$ cat src/rtl/hash_pkg.sv
// hash_pkg: shared constants and types for the double SHA-256 chaining-value
// bank.
//   HASH_WORD_W   default hash word width
//   HASH_NUM_W    default number of chaining words
//   SHA256_IV     SHA-256 initial hash value, H0 in the MSBs
//   hash_state_t  block sequencer state, encoded to match the phase output
package hash_pkg;

    localparam int HASH_WORD_W = 32;
    localparam int HASH_NUM_W  = 8;

    localparam logic [HASH_NUM_W*HASH_WORD_W-1:0] SHA256_IV = {
        32'h6a09e667, 32'hbb67ae85, 32'h3c6ef372, 32'ha54ff53a,
        32'h510e527f, 32'h9b05688c, 32'h1f83d9ab, 32'h5be0cd19
    };

    typedef enum logic [1:0] {
        ST_IDLE = 2'd0,
        ST_BLK1 = 2'd1,
        ST_BLK2 = 2'd2,
        ST_BLK3 = 2'd3
    } hash_state_t;

endpackage

$ cat src/rtl/word_vec_add.sv
// word_vec_add: NUM_WORDS independent modular adders (combinational).
// Each WORD_W slice wraps on its own; no carry crosses a word boundary.
//   a, b  packed input vectors, word 0 in the LSBs
//   sum   packed per-word sums
module word_vec_add #(
    parameter int WORD_W    = 32,
    parameter int NUM_WORDS = 8
) (
    input  logic [NUM_WORDS*WORD_W-1:0] a,
    input  logic [NUM_WORDS*WORD_W-1:0] b,
    output logic [NUM_WORDS*WORD_W-1:0] sum
);

    for (genvar i = 0; i < NUM_WORDS; i++) begin : g_word
        assign sum[i*WORD_W +: WORD_W] = a[i*WORD_W +: WORD_W] + b[i*WORD_W +: WORD_W];
    end

endmodule

$ cat src/rtl/hash_state_chain.sv
// hash_state_chain: chaining-value register bank and block sequencer for the
// double SHA-256 mining datapath (block 1, block 2 + nonce, block 3 = second
// hash). Optional macro HASH_MIDSTATE_EN caches the block-1 result so each new
// nonce restarts directly at block 2; without it nonce_next recomputes block 1.
// Ports:
//   clk, rst_n            clock, asynchronous active-low reset
//   start                 begin a new header from IV (aborts any block)
//   nonce_next            next nonce from cached midstate
//   comp_valid, comp_in   compression engine result pulse and a..h words
//   h_out                 chaining value for the current block
//   phase                 0 idle, 1 block 1, 2 block 2, 3 block 3
//   hash1_out             first-hash digest (message for block 3)
//   digest, digest_valid  final double hash and its one-cycle strobe
//   mid_valid             midstate cache valid
//   proto_err             sticky protocol-violation flag
module hash_state_chain
    import hash_pkg::*;
#(
    parameter int WORD_W    = HASH_WORD_W,
    parameter int NUM_WORDS = HASH_NUM_W,
    parameter logic [NUM_WORDS*WORD_W-1:0] IV = SHA256_IV
) (
    input  logic                        clk,
    input  logic                        rst_n,
    input  logic                        start,
    input  logic                        nonce_next,
    input  logic                        comp_valid,
    input  logic [NUM_WORDS*WORD_W-1:0] comp_in,
    output logic [NUM_WORDS*WORD_W-1:0] h_out,
    output logic [1:0]                  phase,
    output logic [NUM_WORDS*WORD_W-1:0] hash1_out,
    output logic [NUM_WORDS*WORD_W-1:0] digest,
    output logic                        digest_valid,
    output logic                        mid_valid,
    output logic                        proto_err
);

    localparam int VW = NUM_WORDS * WORD_W;

    hash_state_t   st, st_n;
    logic [VW-1:0] h_r, h_n;
    logic [VW-1:0] h1_r, h1_n;
    logic [VW-1:0] dig_r, dig_n;
    logic          dv_r, dv_n;
    logic          pe_r, pe_n;
    logic [VW-1:0] sum;
    logic          restart;

    // All three update paths add the same operands: current chaining value
    // plus engine output.
    word_vec_add #(.WORD_W(WORD_W), .NUM_WORDS(NUM_WORDS)) u_add (
        .a   (h_r),
        .b   (comp_in),
        .sum (sum)
    );

`ifdef HASH_MIDSTATE_EN
    logic [VW-1:0] mid_r, mid_n;
    logic          mv_r, mv_n;
    assign restart = start;
`else
    // Without the cache a new nonce is just a fresh header.
    assign restart = start | nonce_next;
`endif

    always_comb begin
        st_n  = st;
        h_n   = h_r;
        h1_n  = h1_r;
        dig_n = dig_r;
        dv_n  = 1'b0;
        pe_n  = pe_r;
`ifdef HASH_MIDSTATE_EN
        mid_n = mid_r;
        mv_n  = mv_r;
`endif
        if (restart) begin
            st_n = ST_BLK1;
            h_n  = IV;
`ifdef HASH_MIDSTATE_EN
            mv_n = 1'b0;
`endif
        end else begin
`ifdef HASH_MIDSTATE_EN
            if (nonce_next) begin
                if (st == ST_IDLE && mv_r) begin
                    st_n = ST_BLK2;
                    h_n  = mid_r;
                end else begin
                    pe_n = 1'b1;
                end
            end
`endif
            // nonce_next never leaves a non-IDLE state, so comp_valid is
            // still honoured alongside an ignored nonce_next.
            if (comp_valid) begin
                unique case (st)
                    ST_IDLE: pe_n = 1'b1;
                    ST_BLK1: begin
                        h_n  = sum;
                        st_n = ST_BLK2;
`ifdef HASH_MIDSTATE_EN
                        mid_n = sum;
                        mv_n  = 1'b1;
`endif
                    end
                    ST_BLK2: begin
                        h1_n = sum;
                        h_n  = IV;
                        st_n = ST_BLK3;
                    end
                    ST_BLK3: begin
                        dig_n = sum;
                        dv_n  = 1'b1;
                        st_n  = ST_IDLE;
`ifdef HASH_MIDSTATE_EN
                        h_n = mid_r;
`else
                        h_n = IV;
`endif
                    end
                    default: ;
                endcase
            end
        end
    end

    always_ff @(posedge clk or negedge rst_n) begin
        if (!rst_n) begin
            st    <= ST_IDLE;
            h_r   <= IV;
            h1_r  <= '0;
            dig_r <= '0;
            dv_r  <= 1'b0;
            pe_r  <= 1'b0;
        end else begin
            st    <= st_n;
            h_r   <= h_n;
            h1_r  <= h1_n;
            dig_r <= dig_n;
            dv_r  <= dv_n;
            pe_r  <= pe_n;
        end
    end

`ifdef HASH_MIDSTATE_EN
    always_ff @(posedge clk or negedge rst_n) begin
        if (!rst_n) begin
            mid_r <= IV;
            mv_r  <= 1'b0;
        end else begin
            mid_r <= mid_n;
            mv_r  <= mv_n;
        end
    end
    assign mid_valid = mv_r;
`else
    assign mid_valid = 1'b0;
`endif

    assign h_out        = h_r;
    assign phase        = st;
    assign hash1_out    = h1_r;
    assign digest       = dig_r;
    assign digest_valid = dv_r;
    assign proto_err    = pe_r;

endmodule

$ cat config.mk
export PLATFORM = sky130hd
export DESIGN_NAME = hash_state_chain
export DESIGN_NICKNAME = d
export VERILOG_FILES = /design/src/rtl/hash_pkg.sv /design/src/rtl/word_vec_add.sv /design/src/rtl/hash_state_chain.sv
export SDC_FILE = /design/constraint.sdc
export NUM_CORES = 2
export LEC_CHECK = 0
export ABC_AREA = 1
export BUFFER_PORTS_ARGS = -buffer_cell sky130_fd_sc_hd__buf_2
export CAP_MARGIN = 10
export CORE_AREA = 2 2 402 404
export CTS_BUF_LIST = sky130_fd_sc_hd__clkbuf_4
export DETAILED_ROUTE_END_ITERATION = 10
export DIE_AREA = 0 0 404 406
export GPL_TIMING_DRIVEN = 1
export HOLD_SLACK_MARGIN = 0.1
export PLACE_DENSITY = 0.55
export SLEW_MARGIN = 10
export SYNTH_ARGS = -nofsm -noshare
export SYNTH_HDL_FRONTEND = slang
export SYNTH_SLANG_ARGS = --single-unit
$ cat constraint.sdc
create_clock -name clk -period 2.5 [get_ports clk]
set_input_delay 0.375 -clock clk [delete_from_list [all_inputs] [get_ports clk]]
set_output_delay 0.375 -clock clk [all_outputs]
set_load 0.03 [all_outputs]
==> out/results.txt <==
Syn Area/Cell -> 6.94 sq um
vias in the first global route -> 50400
placed inst area -> 0.0561 sq mm
R2R setup slack -> 70 ps
clk_skew -> 76.8 ps
1st-pass router iterations -> 8
Top Ports -> 1034
Crit path top cell by count -> dlygate4sd3_1
worst path bufs/invs -> 8
Layout Nets -> 8996
number of max-cap violations -> 0
worst hold path type -> in2reg
max frequency -> 410 MHz
unrepaired setup endpoints after global routing -> yes
Starting Density -> 0.296
share of cells above drive strength 1 -> 0.237
DIE AREA -> 0.164 sq mm
htree depth -> 4
Max rail drop VDD -> 0.000599 V
syn nets -> 7331
Final Hold Fails -> 0
relative slew slack -> 0.499
die width -> 404 microns
Hold Path Sink -> digest[91]
Sw Ratio -> 0.450
Switch Pwr -> 23.3 mW
Crit path depth -> 13
die height -> 406 microns
Power Density -> 798 mW/mm^2
Final Core Density -> 0.407
clock latency on the worst-skew pair -> 1260 ps
Post-Synth Simple-Gate Area -> 0.335
largest family of logic cells by synthesized area -> simple AND/OR/NAND/NOR gates
largest net degree at the start of global routing -> 81
I/O Buffers -> 1032
drt initial violations -> 3948
Ys Warns -> 0
Cell Rows -> 147
Routed Antenna Nets -> 0
Syn Inst Count -> 6814
Routed WL per cell -> 20.5 microns
status -> complete, no violations
crit share post-route -> 0.976
flop and latch count out of synthesis -> 772
Via density -> 4.77
Setup-failing EPs final -> 0
CTS tree -> yes
Post-Syn Area -> 0.0473 sq mm
Final min period -> 2440 ps
dpl ws -> 18.6 ps
hold path start -> comp_in[91]
Hold Path Depth -> 6
Int Pwr -> 28.6 mW
Worst-path clk slew -> 70 ps
Worst setup SP type -> primary input
Flop pwr share -> 0.331
post-synthesis sequential area ratio -> 0.412
area delta synth->final -> 37.3%
Crit Path Max Fanout -> 31
Post-synth EDFFs -> 0
most frequent cells in the layout -> 2735 x nand2_1, 945 x inv_1, 890 x buf_2
Worst Path Arrival -> 3600 ps
Remaining Overflow, GRT -> 0
clock share of power -> 0.241
via count -> 51400
CP endpoint kind -> flip-flop
post-synthesis compound-gate area fraction -> 0.0687
mux contribution to synthesized area -> 0
Leak Pwr -> 36.4 nW
gpl congestion -> 1.00
Tightest Pin Transition -> 751 ps
Synth Area in XOR/XNOR -> 0.0231
drt drc -> 0
Root Buffer -> clkbuf_4
Critical R2R Capture -> digest[176]
first-pass GRT wire length -> 322 mm
wirelength, routed -> 221 mm
setup slack after layout -> 59.9 ps
Final Cell Area -> 0.0650 sq mm
Crit Path Class -> in2reg
clock sink count -> 772
Top FF cell, synth -> dfrtp_1
slowest CP cell -> dlygate4sd3_1
crit path cell chain -> dlygate4sd3_1 -> buf_2 -> dlygate4sd3_1 -> nor2_4 -> buf_4 -> nand3b_1 -> nand2_4 -> inv_6 -> nand3_4 -> inv_16 -> buf_12 -> a21oi_1 -> dlygate4sd3_1
Std-Cell Core Area -> 0.160 sq mm
Total GRT Usage -> 0.261
max incr delay on CP -> 590 ps
Reg2Reg Depth -> 12
synthesized-area fraction occupied by adder cells -> 0.0690
antenna violations before repair -> 18
CP Data Required Time -> 3660 ps
max-slew violations -> 0
Max Root-Sink Buffers -> 3
post-DP HPWL -> 172 mm
Gate power share -> 0.428
Yosys cell types -> 40
Async SR Flop Fraction -> 1.00
cell family with most CP delay -> buffers and inverters
reg2reg start -> h_out[160]
CTS Buf Count -> 218
most common cell after layout, fill and taps aside -> nand2_1
-- logic make-up after synthesis --
logic type / after synthesis
other: 1
XOR/XNOR: 125
AND/OR/NAND/NOR: 3923
adder cells (fa/ha/maj): 256
flip-flops: 772
AO/OA/AOI/OAI: 615
buffers and inverters: 1122
-- stage by stage --
stage | hold slack, ps | setup TNS (ps) | cells | power [mW]
6_report | 203 | 0 | 10800 | 51.9
5_1_grt | 102 | -855 | 10800 | 54.8
4_1_cts | 100 | -711 | 10800 | 51.6
3_5_place_dp | 345 | 0 | 9931 | 37.9
3_3_place_gp | 341 | 0 | 9931 | 37.8
2_1_floorplan | 79.4 | 0 | 6814 | 29.4
-- layout make-up --
class	instances	area, sq um
fill	16800	94700
inverter	952	3610
multi-input combinational	4920	24600
antenna	21	52.6
clock buffer	346	2600
clock inverter	63	322
sequential	772	19500
tap	2086	2610
timing repair buffer	1615	11700
-- power by group through the flow --
stage,combinational [mW],clock [mW],sequential [mW]
floorplan,7.56,0,21.9
global placement,20.6,0,17.2
detailed placement,20.7,0,17.2
CTS,21.7,12.9,17.1
global route,23.9,13.6,17.4
finish,22.2,12.5,17.2
-- cell usage after synthesis, types with 25 or more instances --
library cell	count	share of area
ha_1	248	0.066
inv_1	948	0.075
xor2_1	29	0.0054
a21oi_1	185	0.020
or2_2	66	0.0087
nand3b_1	34	0.0054
xnor2_1	96	0.018
clkbuf_1	71	0.0056
buf_2	92	0.0097
nor3_1	25	0.0026
nand3_1	585	0.062
o21ai_0	323	0.034
nor2_1	395	0.031
nand2_1	2787	0.22
dfstp_2	136	0.076
dfrtp_1	636	0.34
o21bai_1	25	0.0040
-- how the worst max path moves through the flow --
stage | startpoint | to | slack (ps)
2_1_floorplan | h_out[32] | digest[54] | 280
3_3_place_gp | comp_in[224] | h_out[238] | 30
3_5_place_dp | comp_in[224] | hash1_out[238] | 20
4_1_cts | h_out[32] | h_out[32] | -50
5_1_grt | h_out[66] | digest[81] | -70
6_report | start | h_out[192] | 60
-- repair_timing --
item                                    CTS  global route
setup endpoints to repair               158           294
resized for setup                       251           251
buffers inserted                         45            10
hold buffers                            372             0
pin swaps                                 0            34
endpoints found under the hold margin  1544             0
-- state kept, by name (all words and copies together) (netlist names) --
name	flops
digest	256
h_out	256
hash1_out	256
phase	2
digest_valid	1
proto_err	1
-- worst min-delay path: stages --
cell and delay, ps:
dlygate4sd3_1 520, buf_2 140, ha_4 180, nand2_1 70, nand3_1 70, nand2_1 40
-- routing by layer --
layer  vias up  global-route usage  routed length [microns]
met3       375              0.0545                    14800
met5         -                   0                       46
li1      24800                   -                        -
met2      1942               0.417                   100000
met1     24300               0.342                    96500
met4         2               0.105                     9120
(Power assumes the default switching activity.)
